==> config.mk <==
export PLATFORM = sky130hd
export DESIGN_NAME = adder_fp_8
export DESIGN_NICKNAME = d
export VERILOG_FILES = /design/src/rtl/adder_fp_8.sv
export SDC_FILE = /design/constraint.sdc
export NUM_CORES = 1
export LEC_CHECK = 0
export BUFFER_PORTS_ARGS = -buffer_cell sky130_fd_sc_hd__clkbuf_2
export CAP_MARGIN = 10
export CORE_MARGIN = 2
export CORE_UTILIZATION = 58
export CTS_BUF_LIST = sky130_fd_sc_hd__clkbuf_8
export DETAILED_ROUTE_END_ITERATION = 6
export PLACE_DENSITY_LB_ADDON = 0.12
export SLEW_MARGIN = 10
export SYNTH_ARGS = -nofsm -noshare
export SYNTH_HDL_FRONTEND = slang
export SYNTH_SLANG_ARGS = --single-unit
==> constraint.sdc <==
create_clock -name clk -period 0.8 [get_ports clk]
set_input_delay 0.16 -clock clk [delete_from_list [all_inputs] [get_ports clk]]
set_output_delay 0.16 -clock clk [all_outputs]
set_load 0.005 [all_outputs]
==> src/rtl/adder_fp_8.sv <==
`default_nettype none
// +----------------------------------------------------------------------------+
// | Module   : adder_fp_8                                                      |
// | Brief    : FP8 (1-4-3, bias 7) adder, RNE rounding, one registered stage   |
// | Revision : 1.0                                                             |
// +----------------------------------------------------------------------------+
module adder_fp_8 (
    input  logic       clk,
    input  logic       reset,
    input  logic [7:0] a,
    input  logic [7:0] b,
    output logic [7:0] out
);

    localparam logic [7:0] c_CANON_NAN = 8'h7C;
    localparam logic [6:0] c_INF_MAG   = 7'h78;

    logic       w_a_nan, w_b_nan, w_a_inf, w_b_inf;
    logic       w_swap, w_sub;
    logic [7:0] w_l, w_s;
    logic [3:0] w_el, w_es, w_ml, w_ms, w_diff;
    logic [13:0] w_sh;
    logic [6:0] w_l7, w_s7;
    logic [7:0] w_sum8;
    logic [2:0] w_lz;
    logic [3:0] w_shamt;
    logic [6:0] w_norm;
    logic [4:0] w_en;
    logic       w_rnd;
    logic [4:0] w_m5;
    logic [4:0] w_ef;
    logic [2:0] w_mant;
    logic [7:0] out_d, out_q;

    assign w_a_nan = (a[6:3] == 4'hF) && (a[2:0] != 3'd0);
    assign w_b_nan = (b[6:3] == 4'hF) && (b[2:0] != 3'd0);
    assign w_a_inf = (a[6:3] == 4'hF) && (a[2:0] == 3'd0);
    assign w_b_inf = (b[6:3] == 4'hF) && (b[2:0] == 3'd0);

    // Larger magnitude goes first; the 7-bit encoding orders magnitudes directly.
    assign w_swap = (b[6:0] > a[6:0]);
    assign w_l    = w_swap ? b : a;
    assign w_s    = w_swap ? a : b;
    assign w_sub  = w_l[7] ^ w_s[7];

    assign w_el   = (w_l[6:3] == 4'd0) ? 4'd1 : w_l[6:3];
    assign w_es   = (w_s[6:3] == 4'd0) ? 4'd1 : w_s[6:3];
    assign w_ml   = {|w_l[6:3], w_l[2:0]};
    assign w_ms   = {|w_s[6:3], w_s[2:0]};
    assign w_diff = w_el - w_es;

    // Significand followed by guard, round and sticky positions.
    assign w_l7 = {w_ml, 3'b000};
    assign w_sh = {w_ms, 10'd0} >> w_diff;
    assign w_s7 = (w_diff >= 4'd7) ? {6'd0, |w_ms}
                                   : {w_sh[13:8], w_sh[7] | (|w_sh[6:0])};

    assign w_sum8 = w_sub ? ({1'b0, w_l7} - {1'b0, w_s7})
                          : ({1'b0, w_l7} + {1'b0, w_s7});

    always_comb begin
        w_lz = 3'd7;
        for (int i = 0; i <= 6; i++) begin
            if (w_sum8[i]) w_lz = 3'(6 - i);
        end
    end

    // Left shift stops at the minimum exponent so tiny results stay subnormal.
    assign w_shamt = ({1'b0, w_lz} > (w_el - 4'd1)) ? (w_el - 4'd1) : {1'b0, w_lz};

    always_comb begin
        w_norm = 7'd0;
        w_en   = 5'd0;
        if (w_sum8[7]) begin
            w_norm = {w_sum8[7:2], w_sum8[1] | w_sum8[0]};
            w_en   = {1'b0, w_el} + 5'd1;
        end else begin
            w_norm = w_sum8[6:0] << w_shamt;
            w_en   = {1'b0, w_el} - {1'b0, w_shamt};
        end
    end

    assign w_rnd = w_norm[2] & (w_norm[3] | w_norm[1] | w_norm[0]);
    assign w_m5  = {1'b0, w_norm[6:3]} + {4'd0, w_rnd};

    always_comb begin
        w_ef   = 5'd0;
        w_mant = 3'd0;
        if (w_m5[4]) begin
            w_ef   = w_en + 5'd1;
            w_mant = 3'd0;
        end else begin
            w_ef   = w_m5[3] ? w_en : 5'd0;
            w_mant = w_m5[2:0];
        end
    end

    always_comb begin
        out_d = 8'h00;
        if (w_a_nan || w_b_nan || (w_a_inf && w_b_inf && (a[7] != b[7]))) begin
            out_d = c_CANON_NAN;
        end else if (w_a_inf) begin
            out_d = {a[7], c_INF_MAG};
        end else if (w_b_inf) begin
            out_d = {b[7], c_INF_MAG};
        end else if (w_sum8 == 8'd0) begin
            out_d = {a[7] & b[7], 7'd0};
        end else if (w_ef >= 5'd15) begin
            out_d = {w_l[7], c_INF_MAG};
        end else begin
            out_d = {w_l[7], w_ef[3:0], w_mant};
        end
    end

    always_ff @(posedge clk or negedge reset) begin
        if (!reset) begin
            out_q <= 8'h00;
        end else begin
            out_q <= out_d;
        end
    end

    assign out = out_q;

endmodule
`default_nettype wire

==> metrics.txt, run 1 <==
Post-Syn Instances=460; Err=[ERROR DPL-0038] Utilization greater than 100%, impossible to legalize; Initial Utilization=59.7%; top_reg_cell synth=dfrtp_1; placed cell areas=5050 µm²; Post-CTS Setup Repair Bufs=23; Yosys top cell by area=ha_1; deepest clock path buffer count=2; Chip Width=78.8 µm; outcome=stopped before the end; DP Wirelength=12200 µm; post-synthesis xor/xnor area fraction=3.24%; CTS root buf=clkbuf_8; GPL Wtd Cong=0.977; number of synthesis warnings=0; mux cell area share after synthesis=5.17%; H-Tree Depth=1; clock sink count=8; Synth Cell Area=3250 µm²; sequential share of the synthesized area=6.17%; largest cells by area after synthesis=ha_1 12%, dfrtp_1 6.2%, nand2_1 5.4%; most frequent cell after synthesis=nand2_1; number of synthesized flops with an enable pin=0; chip height=78.8 µm; top cell type's share of synthesized area=11.6%; post-synthesis compound-gate area fraction=37.4%; # IOs=26; CTS buffer count=3; Failed at=clock tree synthesis; Synth Net Count=511; cell row count=27; post-CTS resize count=55; adder-cell share of the synthesized area=13.4%; Async SR Flop Fraction=100%; PortBufs=25; Synth Area in Simple Gates=28.1%; CTS Hold Bufs=1; Yosys reg bits=8; most frequent cells after synthesis=47 x nand2_1, 40 x nor2_1, 33 x o21ai_0; main combinational cell family by area after synthesis=compound AO/OA/AOI/OAI gates; syn avg cell area=7.06 µm²; Synth cell types=85
[cells by family after synthesis]
kind of cell | after synthesis
adders and majority gates | 33
AOI/OAI and AO/OA | 164
buffers and inverters | 51
DFF | 8
xor gates and xnor gates | 12
and+or+nand+nor | 176
muxes | 16
[metrics by stage]
stage	setup WS, ns	std cells	util (%)
3_5_place_dp	-8.12	723	92.8
3_3_place_gp	-7.32	723	92.8
2_1_floorplan	-7.53	460	-
==> run 2, diff against run 1 <==
--- a/config.mk
+++ b/config.mk
@@ -8,10 +8,9 @@
 export BUFFER_PORTS_ARGS = -buffer_cell sky130_fd_sc_hd__clkbuf_2
 export CAP_MARGIN = 10
 export CORE_MARGIN = 2
-export CORE_UTILIZATION = 58
-export CTS_BUF_LIST = sky130_fd_sc_hd__clkbuf_8
+export CORE_UTILIZATION = 40
 export DETAILED_ROUTE_END_ITERATION = 6
-export PLACE_DENSITY_LB_ADDON = 0.12
+export PLACE_DENSITY_LB_ADDON = 0.15
 export SLEW_MARGIN = 10
 export SYNTH_ARGS = -nofsm -noshare
 export SYNTH_HDL_FRONTEND = slang
==> constraint.sdc (replaced) <==
create_clock -name clk -period 1.04 [get_ports clk]
set_input_delay 0.208 -clock clk [delete_from_list [all_inputs] [get_ports clk]]
set_output_delay 0.208 -clock clk [all_outputs]
set_load 0.005 [all_outputs]
==> metrics.txt, run 2 <==
Synth Cell Area=3250 µm² (unchanged); top_reg_cell synth=dfrtp_1; clock tree from TritonCTS=built; Placement Setup Slack=-7.39 ns (+0.730 ns); Post-Syn Instances=460 (unchanged); Reg clk slew, reported paths=0.04 ns; Chip Width=94.1 µm (+19%); max-cap violations=0; # IOs=26 (unchanged); TNS Setup=-54.78 ns; Synth cell types=85 (unchanged); Reg area=200 µm²; syn avg cell area=7.06 µm² (unchanged); slowest stage cell on the critical path=fa_1; Placed Instances=765 (+5.8%); min Tclk post-route=8.32 ns; clock sink count=8 (unchanged); CTS buffer count=3 (unchanged); Yosys top cell by area=ha_1; violated checks=negative setup slack; Setup WS post-layout=-7.28 ns; number of flip-flops in the largest register=8; CTS root buf=clkbuf_8; deepest clock path buffer count=2 (unchanged); FMAX=120 MHz; outcome=finished, violations left; largest net degree at the start of global routing=19; First-pass DRT Iterations=5; GRT overflow=0; met3 global-route usage=3.77%; share of cells above drive strength 1=56.6%; total track usage=30.7%; chip height=94.1 µm (+19%); slowest cell delay on critical path=0.45 ns; Yosys reg bits=8 (unchanged); Synth Net Count=511 (unchanged); commonest non-fill, non-tap cell in the layout=buf_4; core area=7810 µm²; Via-to-Cell Ratio=5.89; die area=8850 µm²; crit path max fanout=6; DP Wirelength=10000 µm (-18%); RSZ-0062 raised after global routing=yes; Initial Utilization=41.6% (-18 points); GR peak layer=met2; top cell type's share of synthesized area=11.6% (unchanged); ant diodes=0; Hold/Removal Path Class=in2async; Final Hold Violating Endpoints=0; multi-input logic area=3510 µm²; critical path arrival=8.43 ns; wire per inst=17.9 µm; final net count=760; H-Tree Depth=1 (unchanged); number of synthesized flops with an enable pin=0 (unchanged); first-pass GRT wire length=21900 µm; Vias=4769; Worst Path Required=1.15 ns; Initial DRC Count=315; GPL Wtd Cong=0.934 (-4.4%); met2 usage=56.4%; relative slew slack=62.3%; Worst-Margin Slew=0.559 ns; Async SR Flop Fraction=100% (unchanged); pins over their slew limit=0; Startpoint Class=input port; number of global-route vias before repair=4670; sequential share of the synthesized area=6.17% (unchanged); Post-Layout Cell Count=809; most frequent cell after synthesis=nand2_1; CP Class=in2reg; PortBufs=25 (unchanged); final core occ=76.8%; Fill cells=526; number of synthesis warnings=0 (unchanged); fin crit share=800%; total wire length=14500 µm; cell row count=32 (+19%); Area growth, synth to finish=84.7%; most frequent cells in the layout=230 x buf_4, 37 x nand2_1, 30 x nor2_1, 25 x o21ai_0, 20 x a21oi_1; CP endpoint kind=flop; # setup viols final=8; initial antenna violation count=0; DRC errors left=0; Final ANT Viol Nets=0; M1 GR Usage=36.3%; most frequent cells after synthesis=47 x nand2_1, 40 x nor2_1, 33 x o21ai_0; largest cells by area after synthesis=ha_1 12%, dfrtp_1 6.2%, nand2_1 5.4%
## run 2: cell counts after synthesis
No cell type changed its count.
## run 2: final timing paths
check	from	end	slack, ns
min in group clk	a[7]	out[7]	0.39
max	a[5]	out[0]	-7.28
min	reset	out[5]	0.36
max in group asynchronous	reset	out[7]	0.51
## run 2: per-stage QoR
| stage | cell area (µm²) | hold WS (ns) |
|---|---|---|
| global route | 6000 | 0.377 |
| detailed placement | 5180 | 0.0604 |
| CTS | 5790 | 0.365 |
| global placement | 5180 | 0.0514 |
| finish | 6000 | 0.359 |
| floorplan | 3580 | -0.0876 |
## run 2: cell type report
| class | count | area share [%] |
|---|---|---|
| multi-input cells | 401 | 58.6 |
| repair buffers | 261 | 32.9 |
| flip-flops and latches | 8 | 3.34 |
| inverters | 34 | 2.30 |
| well taps | 102 | 2.13 |
| clock buffers | 3 | 0.689 |
## run 2: cells by family (layout without fill, tap and decap cells)
kind of cell	Yosys count	in the layout	synth area share, %
xor gates and xnor gates	12	12	3.24
adders and majority gates	33	33	13.4
buffers and inverters	51	298	6.55
and+or+nand+nor	176	176	28.1
AOI/OAI and AO/OA	164	164	37.4
DFF	8	8	6.17
muxes	16	16	5.17
## run 2: critical path: cells and delay by family
kind	cells	cell delay [ns]
adders and majority gates	8	2.09
buffers and inverters	9	0.78
AOI/OAI and AO/OA	14	2.46
and+or+nand+nor	18	2.77
muxes	1	0.10
## run 2: repair_timing
item,4_1_cts,5_1_grt
setup endpoints to repair,8,8
resized for setup,51,62
pin swaps,51,72
hold endpoints to repair,8,0
hold buffers,1,0
buffers inserted,46,21
cloned,0,0
## run 2: layer usage
metal | routed length [µm] | up-vias
met3 | 622 | 75
met2 | 7340 | 211
met1 | 5770 | 2250
li1 | - | 2233
met5 | 0 | -
met4 | 750 | 0
Power of run 2 is left out: the tool's default activity adds up to more than one toggle a clock period on the data nets, which glitch-free logic cannot reach.
==> run 3, diff against run 2 <==
--- a/config.mk
+++ b/config.mk
@@ -11,6 +11,7 @@
 export CORE_UTILIZATION = 40
 export DETAILED_ROUTE_END_ITERATION = 6
 export PLACE_DENSITY_LB_ADDON = 0.15
+export SKIP_LAST_GASP = 1
 export SLEW_MARGIN = 10
 export SYNTH_ARGS = -nofsm -noshare
 export SYNTH_HDL_FRONTEND = slang
==> metrics.txt, run 3 (synthesis results as in run 2) <==
max-cap violations=0 (unchanged); slowest stage cell on the critical path=fa_1; H-Tree Depth=1 (unchanged); CP Class=in2reg; first-pass GRT wire length=21900 µm (unchanged); number of global-route vias before repair=4670 (unchanged); Setup WS post-layout=-7.32 ns (-0.0436 ns); Via-to-Cell Ratio=5.92 (+0.38%); FMAX=120 MHz (-0.52%); chip height=94.1 µm (unchanged); GPL Wtd Cong=0.934 (unchanged); CP Launch Point=b[6]; wire per inst=18.0 µm (+0.44%); Startpoint Class=input port; Final ANT Viol Nets=0 (unchanged); largest net degree at the start of global routing=19 (unchanged); min Tclk post-route=8.36 ns (+0.0436 ns); deepest clock path buffer count=2 (unchanged); ant diodes=0 (unchanged); DRC errors left=0 (unchanged); Reg clk slew, reported paths=0.04 ns (about the same); slowest cell delay on critical path=0.52 ns (+0.07 ns); Final Hold Violating Endpoints=0 (unchanged); core area=7810 µm² (unchanged); CP dominant cell by count=ha_4; Chip Width=94.1 µm (unchanged); final hold slack=0.359 ns (-0.0000160 ns); clock sink count=8 (unchanged); CTS root buf=clkbuf_8; number of flip-flops in the largest register=8 (unchanged); Initial Utilization=41.6% (unchanged); First-pass DRT Iterations=5 (unchanged); commonest non-fill, non-tap cell in the layout=buf_4; GRT overflow=0 (unchanged); Worst-Margin Slew=0.559 ns (-0.000467 ns); critical path arrival=8.47 ns (+0.04 ns); # setup viols final=8 (unchanged); initial antenna violation count=0 (unchanged); final net count=760 (unchanged); relative slew slack=62.4% (about the same); Placement Setup Slack=-7.39 ns (unchanged); die area=8850 µm² (unchanged); most frequent cells in the layout=230 x buf_4, 38 x nand2_1, 30 x nor2_1, 25 x o21ai_0, 20 x a21oi_1; Area growth, synth to finish=84.7% (about the same); RSZ-0062 raised after global routing=yes; CTS buffer count=3 (unchanged); total wire length=14500 µm (+0.44%); Vias=4787 (+0.38%); pins over their slew limit=0 (unchanged); fin crit share=804% (+4.2 points); cell row count=32 (unchanged); violated checks=negative setup slack; Worst Path Required=1.15 ns (about the same); CP endpoint kind=flop; PortBufs=25 (unchanged); clock tree from TritonCTS=built; Initial DRC Count=356 (+13%); Hold/Removal Path Class=in2async; outcome=finished, violations left; Worst Setup EP=out[2]; DP Wirelength=10000 µm (unchanged); total track usage=30.7% (unchanged); # IOs=26 (unchanged); share of cells above drive strength 1=56.4% (-0.14 points); crit path max fanout=5 (-1)
## run 3: worst min-delay path by stage
stage | cells after the start | to | slack [ns]
after floorplan | 0 | out[0] | -0.09
after global placement | 1 | out[5] | 0.05
after detailed placement | 1 | out[4] | 0.06
after CTS | 2 | out[6] | 0.37
after global routing | 2 | out[6] | 0.38
final | 2 | out[5] | 0.36
## run 3: repair_timing
item,4_1_cts,5_1_grt
pin swaps,51,72
hold endpoints to repair,8,0
endpoints found under the setup margin,8,8
hold buffers,1,0
buffers inserted,46,21
resized for setup,51,61
## run 3: final cells by class
| cell class | instances | area (µm²) |
|---|---|---|
| well taps | 102 | 128 |
| repair buffers | 261 | 1970 |
| clock buffers | 3 | 41.3 |
| flip-flops and latches | 8 | 200 |
| inverters | 34 | 138 |
| fillers | 523 | 1810 |
| multi-input cells | 401 | 3510 |
## run 3: stage by stage
stage / util [%] / TNS [ns] / instances / cell area (µm²)
floorplan: - / -54.66 / 460 / 3580
global placement: 66.3 / -53.59 / 765 / 5180
finish: 76.8 / -54.99 / 809 / 5990
CTS: 74.2 / -55.29 / 814 / 5790
global route: 76.8 / -57.40 / 809 / 5990
detailed placement: 66.3 / -55.70 / 765 / 5180
## run 3: layer usage
metal  vias up  track usage, %  share of wire (%)
met5         -               0                  0
met4         0            10.6                5.8
met3        84            3.77                5.2
met2       234            56.4                 50
met1      2235            36.3                 39
li1       2234               -                  -
## run 3: critical path, delay by kind of cell
kind | cells | cell delay [ns]
adders and majority gates | 8 | 2.41
buffers and inverters | 6 | 0.62
and+or+nand+nor | 17 | 2.29
muxes | 1 | 0.18
AOI/OAI and AO/OA | 15 | 2.72
Power of run 3 is left out for the same reason.
